File: src/rtl/ps2_pkg.sv
`default_nettype none
// ps2_pkg -- shared PS/2 definitions for the host transmitter and keyboard receiver.
// Rev 1.0
package ps2_pkg;

  typedef enum logic [2:0] {
    IDLE      = 3'd0,
    INHIBIT   = 3'd1,
    RTS       = 3'd2,
    SEND      = 3'd3,
    ACK       = 3'd4,
    WAIT_IDLE = 3'd5
  } ps2_state_t;

  localparam int PS2_FRAME_BITS = 11;

  function automatic logic odd_parity(input logic [7:0] data);
    return ~^data;
  endfunction

endpackage
`default_nettype wire

File: src/rtl/ps2_sync_edge.sv
`default_nettype none
// ps2_sync_edge -- pad synchronisers for PS/2 clock/data plus clock falling-edge detect.
// Rev 1.0
module ps2_sync_edge
  import ps2_pkg::*;
#(
  parameter int SYNC_STAGES = 2
) (
  input  logic clk,
  input  logic resetn,
  input  logic ps2_clk,
  input  logic ps2_data,
  output logic clk_sync,
  output logic data_sync,
  output logic clk_fall
);

  logic [SYNC_STAGES-1:0] clk_ff;
  logic [SYNC_STAGES-1:0] data_ff;
  logic                   clk_prev;

  // Idle bus level is high, so the chains reset to 1 to avoid a false edge.
  always_ff @(posedge clk or negedge resetn) begin
    if (!resetn) begin
      clk_ff   <= '1;
      data_ff  <= '1;
      clk_prev <= 1'b1;
    end else begin
      clk_ff   <= {clk_ff[SYNC_STAGES-2:0], ps2_clk};
      data_ff  <= {data_ff[SYNC_STAGES-2:0], ps2_data};
      clk_prev <= clk_ff[SYNC_STAGES-1];
    end
  end

  assign clk_sync  = clk_ff[SYNC_STAGES-1];
  assign data_sync = data_ff[SYNC_STAGES-1];
  assign clk_fall  = clk_prev & ~clk_sync;

endmodule
`default_nettype wire

File: src/rtl/ps2_host_tx.sv
`default_nettype none
// ps2_host_tx -- PS/2 host-to-device transmitter: RTS handshake, frame shift-out, ACK sample.
// Rev 1.0
module ps2_host_tx
  import ps2_pkg::*;
#(
  parameter int INHIBIT_CYCLES = 5000,
  parameter int TIMEOUT_CYCLES = 1000000,
  parameter int SYNC_STAGES    = 2
) (
  input  logic       clk,
  input  logic       resetn,
  input  logic [7:0] tx_data,
  input  logic       tx_valid,
  output logic       tx_ready,
  input  logic       ps2_clk,
  input  logic       ps2_data,
  output logic       ps2_clk_oe,
  output logic       ps2_data_oe,
  output logic       busy,
  output logic       done,
  output logic       ack_ok,
  output logic       err_timeout
);

  localparam int IW = (INHIBIT_CYCLES > 1) ? $clog2(INHIBIT_CYCLES) : 1;
  localparam int TW = (TIMEOUT_CYCLES > 1) ? $clog2(TIMEOUT_CYCLES) : 1;
  localparam int BW = $clog2(PS2_FRAME_BITS);

  // The RTS cycle is the last of the INHIBIT_CYCLES clock-low cycles, so INHIBIT itself is one shorter.
  localparam logic [IW-1:0] INH_LAST = IW'(INHIBIT_CYCLES - 2);
  localparam logic [TW-1:0] TMO_LAST = TW'(TIMEOUT_CYCLES - 1);
  localparam logic [BW-1:0] STOP_IDX = BW'(PS2_FRAME_BITS - 2);

  ps2_state_t    state, state_nxt;
  logic [9:0]    shreg, shreg_nxt;
  logic [BW-1:0] bitcnt, bitcnt_nxt;
  logic [IW-1:0] inh_cnt, inh_cnt_nxt;
  logic [TW-1:0] to_cnt, to_cnt_nxt;
  logic          ack_smp, ack_smp_nxt;
  logic          clk_oe_nxt, data_oe_nxt;
  logic          done_nxt, ack_ok_nxt, err_nxt;

  logic clk_sync, data_sync, clk_fall;

  ps2_sync_edge #(
    .SYNC_STAGES(SYNC_STAGES)
  ) u_sync (
    .clk       (clk),
    .resetn    (resetn),
    .ps2_clk   (ps2_clk),
    .ps2_data  (ps2_data),
    .clk_sync  (clk_sync),
    .data_sync (data_sync),
    .clk_fall  (clk_fall)
  );

  assign tx_ready = (state == IDLE) && !done;
  assign busy     = (state != IDLE);

  always_ff @(posedge clk or negedge resetn) begin
    if (!resetn) begin
      state       <= IDLE;
      shreg       <= '0;
      bitcnt      <= '0;
      inh_cnt     <= '0;
      to_cnt      <= '0;
      ack_smp     <= 1'b0;
      ps2_clk_oe  <= 1'b0;
      ps2_data_oe <= 1'b0;
      done        <= 1'b0;
      ack_ok      <= 1'b0;
      err_timeout <= 1'b0;
    end else begin
      state       <= state_nxt;
      shreg       <= shreg_nxt;
      bitcnt      <= bitcnt_nxt;
      inh_cnt     <= inh_cnt_nxt;
      to_cnt      <= to_cnt_nxt;
      ack_smp     <= ack_smp_nxt;
      ps2_clk_oe  <= clk_oe_nxt;
      ps2_data_oe <= data_oe_nxt;
      done        <= done_nxt;
      ack_ok      <= ack_ok_nxt;
      err_timeout <= err_nxt;
    end
  end

  always_comb begin
    state_nxt   = state;
    shreg_nxt   = shreg;
    bitcnt_nxt  = bitcnt;
    inh_cnt_nxt = inh_cnt;
    to_cnt_nxt  = to_cnt;
    ack_smp_nxt = ack_smp;
    clk_oe_nxt  = ps2_clk_oe;
    data_oe_nxt = ps2_data_oe;
    done_nxt    = 1'b0;
    ack_ok_nxt  = ack_ok;
    err_nxt     = err_timeout;

    case (state)
      IDLE: begin
        clk_oe_nxt  = 1'b0;
        data_oe_nxt = 1'b0;
        if (tx_valid && tx_ready) begin
          state_nxt   = INHIBIT;
          shreg_nxt   = {1'b1, odd_parity(tx_data), tx_data};
          bitcnt_nxt  = '0;
          inh_cnt_nxt = '0;
          clk_oe_nxt  = 1'b1;
        end
      end
      INHIBIT: begin
        if (inh_cnt == INH_LAST) begin
          state_nxt   = RTS;
          data_oe_nxt = 1'b1;
        end else begin
          inh_cnt_nxt = inh_cnt + 1'b1;
        end
      end
      RTS: begin
        state_nxt  = SEND;
        clk_oe_nxt = 1'b0;
        to_cnt_nxt = '0;
      end
      SEND: begin
        if (clk_fall) begin
          data_oe_nxt = ~shreg[0];
          shreg_nxt   = {1'b0, shreg[9:1]};
          bitcnt_nxt  = bitcnt + 1'b1;
          to_cnt_nxt  = '0;
          if (bitcnt == STOP_IDX) state_nxt = ACK;
        end
      end
      ACK: begin
        if (clk_fall) begin
          ack_smp_nxt = ~data_sync;
          to_cnt_nxt  = '0;
          state_nxt   = WAIT_IDLE;
        end
      end
      WAIT_IDLE: begin
        if (clk_fall) begin
          to_cnt_nxt = '0;
        end else if (clk_sync && data_sync) begin
          state_nxt  = IDLE;
          done_nxt   = 1'b1;
          ack_ok_nxt = ack_smp;
          err_nxt    = 1'b0;
        end
      end
      default: state_nxt = IDLE;
    endcase

    // A silent device aborts the frame from any device-clocked state; this overrides a normal finish.
    if ((state == SEND || state == ACK || state == WAIT_IDLE) && !clk_fall) begin
      if (to_cnt == TMO_LAST) begin
        state_nxt   = IDLE;
        clk_oe_nxt  = 1'b0;
        data_oe_nxt = 1'b0;
        done_nxt    = 1'b1;
        ack_ok_nxt  = 1'b0;
        err_nxt     = 1'b1;
      end else begin
        to_cnt_nxt = to_cnt + 1'b1;
      end
    end
  end

endmodule
`default_nettype wire

File: config.mk
export PLATFORM = sky130hd
export DESIGN_NAME = ps2_host_tx
export DESIGN_NICKNAME = d
export VERILOG_FILES = /design/src/rtl/ps2_pkg.sv /design/src/rtl/ps2_sync_edge.sv /design/src/rtl/ps2_host_tx.sv
export SDC_FILE = /design/constraint.sdc
export NUM_CORES = 1
export LEC_CHECK = 0
export CAP_MARGIN = 20
export CORE_ASPECT_RATIO = 1.4
export CORE_MARGIN = 2
export CORE_UTILIZATION = 35
export DETAILED_ROUTE_END_ITERATION = 16
export GPL_ROUTABILITY_DRIVEN = 1
export PLACE_DENSITY = 0.64
export SYNTH_ARGS = -nofsm -noshare
export SYNTH_HDL_FRONTEND = slang
export SYNTH_HIERARCHICAL = 1
export SYNTH_SLANG_ARGS = --single-unit
File: constraint.sdc
create_clock -name clk -period 2.45 [get_ports clk]
set_clock_uncertainty 0.15 [all_clocks]
set_input_delay 0.3675 -clock clk [delete_from_list [all_inputs] [get_ports clk]]
set_output_delay 0.3675 -clock clk [all_outputs]
set_load 0.01 [all_outputs]
==> impl_metrics.env, run 1 <==
export IMPL_status="complete, no violations"
export IMPL_synth_compound_area_share=0.09055
export IMPL_r2r_start="to_cnt[8]"
export IMPL_pwr_share_seq=0.438
export IMPL_relSlewSlack=0.3671
export IMPL_core_area_mm2=0.008875
export IMPL_cpPeakStageDelay_ps=500
export IMPL_syn_to_final_growth_pct=21.92
export IMPL_worst_slack_ps=111.5
export IMPL_p_per_area_mw_per_mm2=605.6
export IMPL_hold_class="reg2reg"
export IMPL_synth_top_family_by_area="simple AND/OR/NAND/NOR gates"
export IMPL_p_int_uw=1837
export IMPL_switching_share=0.2102
export IMPL_htreeDepth=3
export IMPL_cts_setup_buffers=0
export IMPL_r2r_end="to_cnt[1]"
export IMPL_fin_cells=474
export IMPL_drtIter0Drc=89
export IMPL_min_path_cells=0
export IMPL_setup_viol=0
export IMPL_fin_area_mm2=0.003841
export IMPL_grt_ovfl_total=0
export IMPL_cap_viol_max_count=0
export IMPL_nFillCells=849
export IMPL_p_leak_uw=0.001620
export IMPL_synthAdderAreaFrac=0.01986
export IMPL_crit_fanout=12
export IMPL_crit_path_cell_trace="buf_4, or3_1, clkdlybuf4s50_1"
export IMPL_drtAntennaViolNets=0
export IMPL_fin_nets=380
export IMPL_gp_congestion=0.8504
export IMPL_drt_total_wl_mm=6.681
export IMPL_synthArstFlopShare=1.000
export IMPL_slowest_stage="clkdlybuf4s50_1"
export IMPL_num_antenna_cells=0
export IMPL_pwr_share_clk=0.530
export IMPL_yosys_area_share_simple=0.2514
export IMPL_r2r_slack_ps=180
export IMPL_root_buffer="clkbuf_16"
export IMPL_avgSynthCellArea_um2=9.547
export IMPL_grt_max_degree=62
export IMPL_start_util=0.3550
export IMPL_crit_type="reg2out"
export IMPL_ir_drop_uv=451.9
export IMPL_rows=41
export IMPL_syn_num_nets=348
export IMPL_ys_types=51
export IMPL_syn_inst=330
export IMPL_cp_num_cells=3
export IMPL_detail_route_wl_per_cell_um=14.09
export IMPL_dpl_hpwl_mm=4.725
export IMPL_path_buf_inv=2
export IMPL_ys_seq_area_frac=0.4865
export IMPL_drc=0
export IMPL_insertion_delay_ps=320
export IMPL_slew_viol_final=0
export IMPL_ios=20
export IMPL_synth_seq_cells=61
export IMPL_cts_max_path_buffers=2
export IMPL_cts_tree="yes"
export IMPL_dp_slack_ps=195.1
export IMPL_synth_edf_count=0
export IMPL_worstMarginPinSlew_ps=949.3
export IMPL_crit_start="state[0]"
export IMPL_max_freq_mhz=427.6
export IMPL_num_vias=2451
export IMPL_clk_pin_slew_ps=60
export IMPL_grt_pass1_wl_mm=11.89
export IMPL_synthTopCellsByCount="56 x dfrtp_1, 39 x nor2_1, 36 x nand2_1"
export IMPL_drive_above_1_share=0.1172
export IMPL_setup_tns_ps=0
export IMPL_cp_endpoint="busy"
export IMPL_post_dp_cell_area_mm2=0.003533
export IMPL_io_buffers=19
export IMPL_viasPerCell=5.171
export IMPL_worst_ep_required_time_ps=1930
export IMPL_yosysTopAreaCell="dfrtp_1"
export IMPL_gr_usage_all_layers=0.1515
export IMPL_dieWidth_um=84.19
export IMPL_rsz0062_at_grt="no"
export IMPL_die_area_mm2=0.009787
export IMPL_p_sw_uw=489.0
export IMPL_yosysMostFrequentCell="dfrtp_1"
export IMPL_cp_data_arrival_time_ps=1820
export IMPL_syn_cell_area_mm2=0.003151
export IMPL_final_period_utilization=0.9545
export IMPL_antenna_found_initial=0
export IMPL_cp_top_family="buffers and inverters"
export IMPL_first_pass_iters=6
export IMPL_synth_top_area_frac=0.4448
export IMPL_yosysWarnings=6
export IMPL_utilization=0.4328
export IMPL_placedCellCount=457
export IMPL_cts_buffers=9
export IMPL_dieHeight_um=116.3
export IMPL_clock_sinks=61
export IMPL_synth_ff_type="dfrtp_1"
export IMPL_synthTopCellsByArea="dfrtp_1 44%, xnor2_1 5.8%, nor2_1 4.6%"
export IMPL_crit_path_start_kind="flip-flop"
export IMPL_yosys_mux_area_fraction=0.04448
export IMPL_grt_pass1_vias=2500
export IMPL_endpoint_kind="output port"
export IMPL_pwr_share_comb=0.033
export IMPL_min_period_ps=2338
export IMPL_finalHoldViolCount=0
export IMPL_synth_xor_area_frac=0.08062
export IMPL_r2r_cells=5
-- area by class of cell --
| cell class | instances | area (um^2) | share of cell area |
|---|---|---|---|
| multi-input cells | 247 | 1539 | 0.4007 |
| clock buffers | 10 | 229.0 | 0.05961 |
| inverters | 10 | 37.54 | 0.009772 |
| flip-flops and latches | 61 | 1533 | 0.3990 |
| repair buffers | 33 | 305.3 | 0.07948 |
| clock inverters | 6 | 63.81 | 0.01661 |
| well taps | 107 | 133.9 | 0.03485 |
-- worst min path at each step --
stage / start / to / slack [ps]
2_1_floorplan: resetn / ack_ok / -80
3_5_place_dp: u_sync/clk_ff[0] / u_sync/clk_ff[1] / 200
5_1_grt: u_sync/clk_ff[0] / u_sync/clk_ff[1] / 210
3_3_place_gp: u_sync/clk_ff[0] / u_sync/clk_ff[1] / 200
4_1_cts: u_sync/clk_ff[0] / u_sync/clk_ff[1] / 210
6_report: u_sync/clk_ff[0] / u_sync/clk_ff[1] / 200
-- placed cells by master, fill, tap and decap left out, types with 2 or more instances in the layout --
cell,n
clkdlybuf4s50_1,18
nand2b_1,4
nand3_1,16
xor2_1,8
a21o_1,2
mux2i_1,14
xnor2_1,21
nor2b_1,3
o31ai_1,2
and4_1,3
dfrtp_1,56
nor4_1,8
ha_1,5
nand2_1,36
o211ai_1,3
or4_1,3
clkbuf_16,9
and3_1,8
a21oi_1,7
o21ai_0,20
nand4_1,8
buf_4,12
inv_1,10
or3_1,2
nor2_1,39
dfstp_2,5
nor3_1,9
clkinvlp_4,2
clkinv_2,2
-- routing by layer --
metal / vias to the layer above / track usage / wire length, um
li1: 1226 / - / -
met1: 1185 / 0.1926 / 3027
met2: 31 / 0.2513 / 3415
met3: 9 / 0.01767 / 116
met4: 0 / 0.08710 / 121
met5: - / 0 / 0
-- cells by family (layout without fill, tap and decap cells) --
family	Yosys count	in the layout
adders and majority gates	5	5
DFF	61	61
xor gates and xnor gates	29	29
and+or+nand+nor	153	153
AOI/OAI and AO/OA	46	46
buffers and inverters	22	59
muxes	14	14
-- through the flow --
step                      hold WS (ps)  power [uW]
after floorplan                 -78.09        1062
after global placement           195.5        1111
after detailed placement         197.2        1112
after CTS                        205.0        2354
after global routing             209.8        2417
final                            203.6        2326
-- registers in the layout, indices dropped and copies added (netlist names) --
signal	cells
err_timeout	1
ack_smp	1
state	3
done	1
u_sync/clk_prev	1
ps2_data_oe	1
u_sync/clk_ff	2
inh_cnt	13
u_sync/data_ff	2
shreg	10
to_cnt	20
bitcnt	4
ack_ok	1
ps2_clk_oe	1
-- power by group through the flow --
stage	clock, uW	combinational, uW	sequential (uW)
after detailed placement	0	77.5	1030
final	1230	75.8	1020
after floorplan	0	27.0	1030
after global routing	1310	86.8	1020
after global placement	0	76.5	1030
after CTS	1260	78.9	1020
-- worst reg2reg max path, cell delays in order, from the launching register on --
cell     delay [ps]
dfrtp_1         420
or4_1           530
or4_4           430
or2_4           280
and3_4          180
a31o_1          170
-- what timing repair did --
item / CTS / global route
endpoints found under the hold margin: 56 / 0
resized for setup: 0 / 1
hold buffers: 1 / 0
setup endpoints to repair: 0 / 3
Note: power is estimated with default switching activity, not from simulation.
==> inputs of run 2 (changes only) <==
--- a/config.mk
+++ b/config.mk
@@ -11,6 +11,7 @@
 export CORE_UTILIZATION = 35
 export DETAILED_ROUTE_END_ITERATION = 16
 export GPL_ROUTABILITY_DRIVEN = 1
+export GPL_TIMING_DRIVEN = 0
 export PLACE_DENSITY = 0.64
 export SYNTH_ARGS = -nofsm -noshare
 export SYNTH_HDL_FRONTEND = slang
==> impl_metrics.env, run 2 (synthesis gave the netlist of run 1 again) <==
export IMPL_cts_buffers=9
export IMPL_use_met2=0.2614
export IMPL_worst_slack_ps=80.58
export IMPL_root_buffer="clkbuf_16"
export IMPL_drtIter0Drc=115
export IMPL_first_pass_iters=4
export IMPL_cap_viol_max_count=0
export IMPL_fin_nets=378
export IMPL_drtAntennaViolNets=0
export IMPL_setup_tns_ps=0
export IMPL_max_freq_mhz=422.0
export IMPL_dp_slack_ps=-21.24
export IMPL_antenna_found_initial=0
export IMPL_start_util=0.3550
export IMPL_detail_route_wl_per_cell_um=14.27
export IMPL_grt_ovfl_total=0
export IMPL_busiest_layer="met2"
export IMPL_die_area_mm2=0.009787
export IMPL_htreeDepth=3
export IMPL_final_common_cell="dfrtp_1"
export IMPL_cts_max_path_buffers=2
export IMPL_num_antenna_cells=0
export IMPL_crit_type="reg2out"
export IMPL_nFillCells=867
export IMPL_use_met3=0.03180
export IMPL_min_period_ps=2369
export IMPL_worst_ep_required_time_ps=1930
export IMPL_max_flop_register="to_cnt"
export IMPL_relSlewSlack=0.5514
export IMPL_seqCellArea_mm2=0.001533
export IMPL_ios=20
export IMPL_io_buffers=19
export IMPL_core_area_mm2=0.008875
export IMPL_num_vias=2479
export IMPL_clock_sinks=61
export IMPL_cts_setup_buffers=0
export IMPL_crit_path_start_kind="flip-flop"
export IMPL_p_per_area_mw_per_mm2=635.4
export IMPL_syn_to_final_growth_pct=21.41
export IMPL_layout_common_cells="56 x dfrtp_1, 39 x nor2_1, 36 x nand2_1"
export IMPL_grt_max_degree=35
export IMPL_dieHeight_um=116.3
export IMPL_grt_pass1_vias=2450
export IMPL_multiInputGateArea_mm2=0.001549
export IMPL_crit_fanout=10
export IMPL_worstMarginPinSlew_ps=672.9
export IMPL_status="complete, no violations"
export IMPL_drc=0
export IMPL_clk_pin_slew_ps=60
export IMPL_grt_pass1_wl_mm=11.54
export IMPL_gr_usage_all_layers=0.1472
export IMPL_p_leak_uw=0.001599
export IMPL_dieWidth_um=84.19
export IMPL_gp_congestion=0.8552
export IMPL_endpoint_kind="output port"
export IMPL_use_met1=0.1740
export IMPL_setup_viol=0
export IMPL_dpl_hpwl_mm=4.777
export IMPL_viasPerCell=5.252
export IMPL_slew_viol_final=0
export IMPL_hold_class="reg2reg"
export IMPL_cp_data_arrival_time_ps=1850
export IMPL_drive_above_1_share=0.09041
export IMPL_insertion_delay_ps=330
export IMPL_cts_tree="yes"
export IMPL_design_power_total_uw=2430
export IMPL_drt_total_wl_mm=6.737
export IMPL_whs_ps=201.9
export IMPL_largest_reg_flops=20
export IMPL_rows=41
export IMPL_final_period_utilization=0.9671
export IMPL_top_regs="to_cnt (20), inh_cnt (13), shreg (10)"
export IMPL_ir_drop_uv=508.7
export IMPL_finalHoldViolCount=0
-- run 2: cell type report --
class | instances | area share
Buffer | 10 | 0.01047
Clock buffer | 10 | 0.05986
Clock inverter | 6 | 0.02290
Inverter | 10 | 0.009814
Multi-Input combinational cell | 247 | 0.4050
Sequential cell | 61 | 0.4007
Tap cell | 107 | 0.03500
Timing Repair Buffer | 21 | 0.05626
-- run 2: final timing paths --
kind | slack [ps] | depth (start not counted) | endpoint | startpoint
min in group asynchronous | 460 | 2 | inh_cnt[3] | resetn
max in group asynchronous | 1010 | 3 | u_sync/clk_ff[0] | resetn
min reg2reg | 200 | 0 | u_sync/clk_ff[1] | u_sync/clk_ff[0]
min | 200 | 0 | u_sync/clk_ff[1] | u_sync/clk_ff[0]
max | 80 | 3 | busy | state[0]
max reg2reg | 120 | 8 | state[0] | inh_cnt[0]
-- run 2: what timing repair did --
| item | 4_1_cts | 5_1_grt |
|---|---|---|
| setup endpoints to repair | 7 | 20 |
| endpoints found under the hold margin | 27 | 0 |
| gates resized for setup | 1 | 4 |
| hold buffers | 1 | 0 |
-- run 2: report_power, final --
part / total, uW / switching, uW / internal [uW] / leakage, uW
Sequential: 1020 / 1.90 / 1020 / 0.000789
Clock: 1340 / 450 / 887 / 0.000145
Combinational: 75.4 / 38.7 / 36.7 / 0.000666
-- run 2: critical path: stages (launching register included) --
cell             delay [ps]
dfrtp_1                 440
buf_2                   210
or3_1                   390
clkdlybuf4s50_1         490
-- run 2: routing by layer --
layer	share of wire	vias up	routed length [um]
met5	0	-	0
met4	0.015	0	102
met3	0.031	10	207
met2	0.51	40	3451
met1	0.44	1210	2976
li1	-	1219	-
-- run 2: through the flow --
stage          std cells  utilization  area (um^2)
6_report             472       0.4310         3825
5_1_grt              472       0.4310         3825
4_1_cts              474       0.4307         3822
2_1_floorplan        330            -         3151
3_3_place_gp         456       0.3915         3475
3_5_place_dp         457       0.3932         3490
==> inputs of run 3 (changes only) <==
--- a/config.mk
+++ b/config.mk
@@ -12,7 +12,6 @@
 export DETAILED_ROUTE_END_ITERATION = 16
 export GPL_ROUTABILITY_DRIVEN = 1
 export GPL_TIMING_DRIVEN = 0
-export PLACE_DENSITY = 0.64
 export SYNTH_ARGS = -nofsm -noshare
 export SYNTH_HDL_FRONTEND = slang
 export SYNTH_HIERARCHICAL = 1
==> impl_metrics.env, run 3 (synthesis gave the netlist of run 1 again) <==
export IMPL_cts_tree="yes"
export IMPL_num_vias=2478
export IMPL_p_leak_uw=0.001603
export IMPL_setup_viol=0
export IMPL_grt_max_degree=35
export IMPL_start_util=0.3550
export IMPL_gp_congestion=0.8738
export IMPL_insertion_delay_ps=330
export IMPL_io_buffers=19
export IMPL_dieHeight_um=116.3
export IMPL_cts_setup_buffers=0
export IMPL_antenna_found_initial=0
export IMPL_min_period_ps=2372
export IMPL_worstHoldStart="u_sync/clk_ff[0]"
export IMPL_worstMarginPinSlew_ps=651.6
export IMPL_grt_pass1_wl_mm=11.51
export IMPL_gr_usage_all_layers=0.1491
export IMPL_slowest_stage="clkdlybuf4s50_1"
export IMPL_path_buf_inv=2
export IMPL_first_pass_iters=4
export IMPL_drtIter0Drc=91
export IMPL_dpl_hpwl_mm=4.837
export IMPL_p_per_area_mw_per_mm2=609.8
export IMPL_htreeDepth=3
export IMPL_endpoint_kind="output port"
export IMPL_drive_above_1_share=0.1038
export IMPL_setup_tns_ps=0
export IMPL_rsz0062_at_grt="no"
export IMPL_dieWidth_um=84.19
export IMPL_cts_max_path_buffers=2
export IMPL_rows=41
export IMPL_grt_ovfl_total=0
export IMPL_fin_area_mm2=0.003815
export IMPL_crit_type="reg2out"
export IMPL_max_freq_mhz=421.7
export IMPL_worst_slack_ps=78.48
export IMPL_detail_route_wl_per_cell_um=14.40
export IMPL_cp_num_cells=3
export IMPL_slew_viol_final=0
export IMPL_cp_endpoint="busy"
export IMPL_ir_drop_uv=380.1
export IMPL_syn_to_final_growth_pct=21.09
export IMPL_whs_ps=203.7
export IMPL_core_area_mm2=0.008875
export IMPL_hold_class="reg2reg"
export IMPL_crit_start="state[1]"
export IMPL_ios=20
export IMPL_drt_total_wl_mm=6.809
export IMPL_fin_cells=473
export IMPL_crit_path_cell_trace="clkbuf_2, or3_1, clkdlybuf4s50_1"
export IMPL_fin_nets=379
export IMPL_final_common_cell="dfrtp_1"
export IMPL_max_flop_register="to_cnt"
export IMPL_cpPeakStageDelay_ps=490
export IMPL_drtAntennaViolNets=0
export IMPL_cp_top_family="buffers and inverters"
export IMPL_top_regs="to_cnt (20), inh_cnt (13), shreg (10)"
export IMPL_dp_slack_ps=-10.72
export IMPL_viasPerCell=5.239
export IMPL_drc=0
export IMPL_r2r_slack_ps=150
export IMPL_crit_fanout=10
export IMPL_placedCellCount=457
export IMPL_clock_sinks=61
export IMPL_largest_reg_flops=20
export IMPL_r2r_end="to_cnt[1]"
export IMPL_clk_pin_slew_ps=60
export IMPL_nFillCells=873
export IMPL_finalHoldViolCount=0
export IMPL_post_dp_cell_area_mm2=0.003490
export IMPL_layout_common_cells="55 x dfrtp_1, 38 x nor2_1, 36 x nand2_1"
export IMPL_r2r_cells=5
export IMPL_cap_viol_max_count=0
export IMPL_num_antenna_cells=0
export IMPL_relSlewSlack=0.5656
export IMPL_final_period_utilization=0.9680
export IMPL_root_buffer="clkbuf_16"
export IMPL_die_area_mm2=0.009787
export IMPL_cts_buffers=9
export IMPL_r2r_start="to_cnt[8]"
export IMPL_worst_ep_required_time_ps=1930
export IMPL_grt_pass1_vias=2427
export IMPL_status="complete, no violations"
export IMPL_cp_data_arrival_time_ps=1850
export IMPL_crit_path_start_kind="flip-flop"
==> run 3: stage by stage <==
stage | power [uW] | utilization
final | 2326 | 0.4299
after floorplan | 1062 | -
after global routing | 2416 | 0.4299
after CTS | 2364 | 0.4275
after detailed placement | 1112 | 0.3932
after global placement | 1108 | 0.3915
==> run 3: metal layers <==
layer,share of wire,GRT usage,vias to the layer above,routed length (um)
met5,0,0,-,0
met4,0.021,0.08172,0,142
met3,0.026,0.03534,12,175
met2,0.51,0.2534,30,3459
met1,0.45,0.1744,1215,3031
li1,-,-,1221,-
==> run 3: cell type report <==
type | count | area, um^2 | share of cell area
Multi-Input combinational cell | 247 | 1551 | 0.4067
Buffer | 11 | 50.05 | 0.01312
Timing Repair Buffer | 21 | 215.2 | 0.05641
Clock buffer | 10 | 229.0 | 0.06002
Sequential cell | 61 | 1534 | 0.4021
Tap cell | 107 | 133.9 | 0.03509
Clock inverter | 6 | 63.81 | 0.01673
Inverter | 10 | 37.54 | 0.009839
==> run 3: how the worst min path moves through the flow <==
stage | to | slack, ps | cells after the start
floorplan | ack_ok | -80 | 0
global placement | u_sync/clk_ff[1] | 200 | 0
detailed placement | u_sync/data_ff[1] | 200 | 0
CTS | u_sync/clk_ff[1] | 210 | 0
global route | u_sync/data_ff[1] | 210 | 0
finish | u_sync/clk_ff[1] | 200 | 0
==> run 3: report_power, final <==
group | total, uW | internal, uW | switching, uW | leakage (uW)
combinational | 76.1 | 37.0 | 39.1 | 0.000676
sequential | 1020 | 1020 | 2.09 | 0.000789
clock | 1230 | 784 | 448 | 0.000138
==> run 3: timing repair <==
action,in CTS,in global routing
resized for setup,1,13
hold buffers,1,0
endpoints found under the setup margin,2,20
hold endpoints to repair,27,0
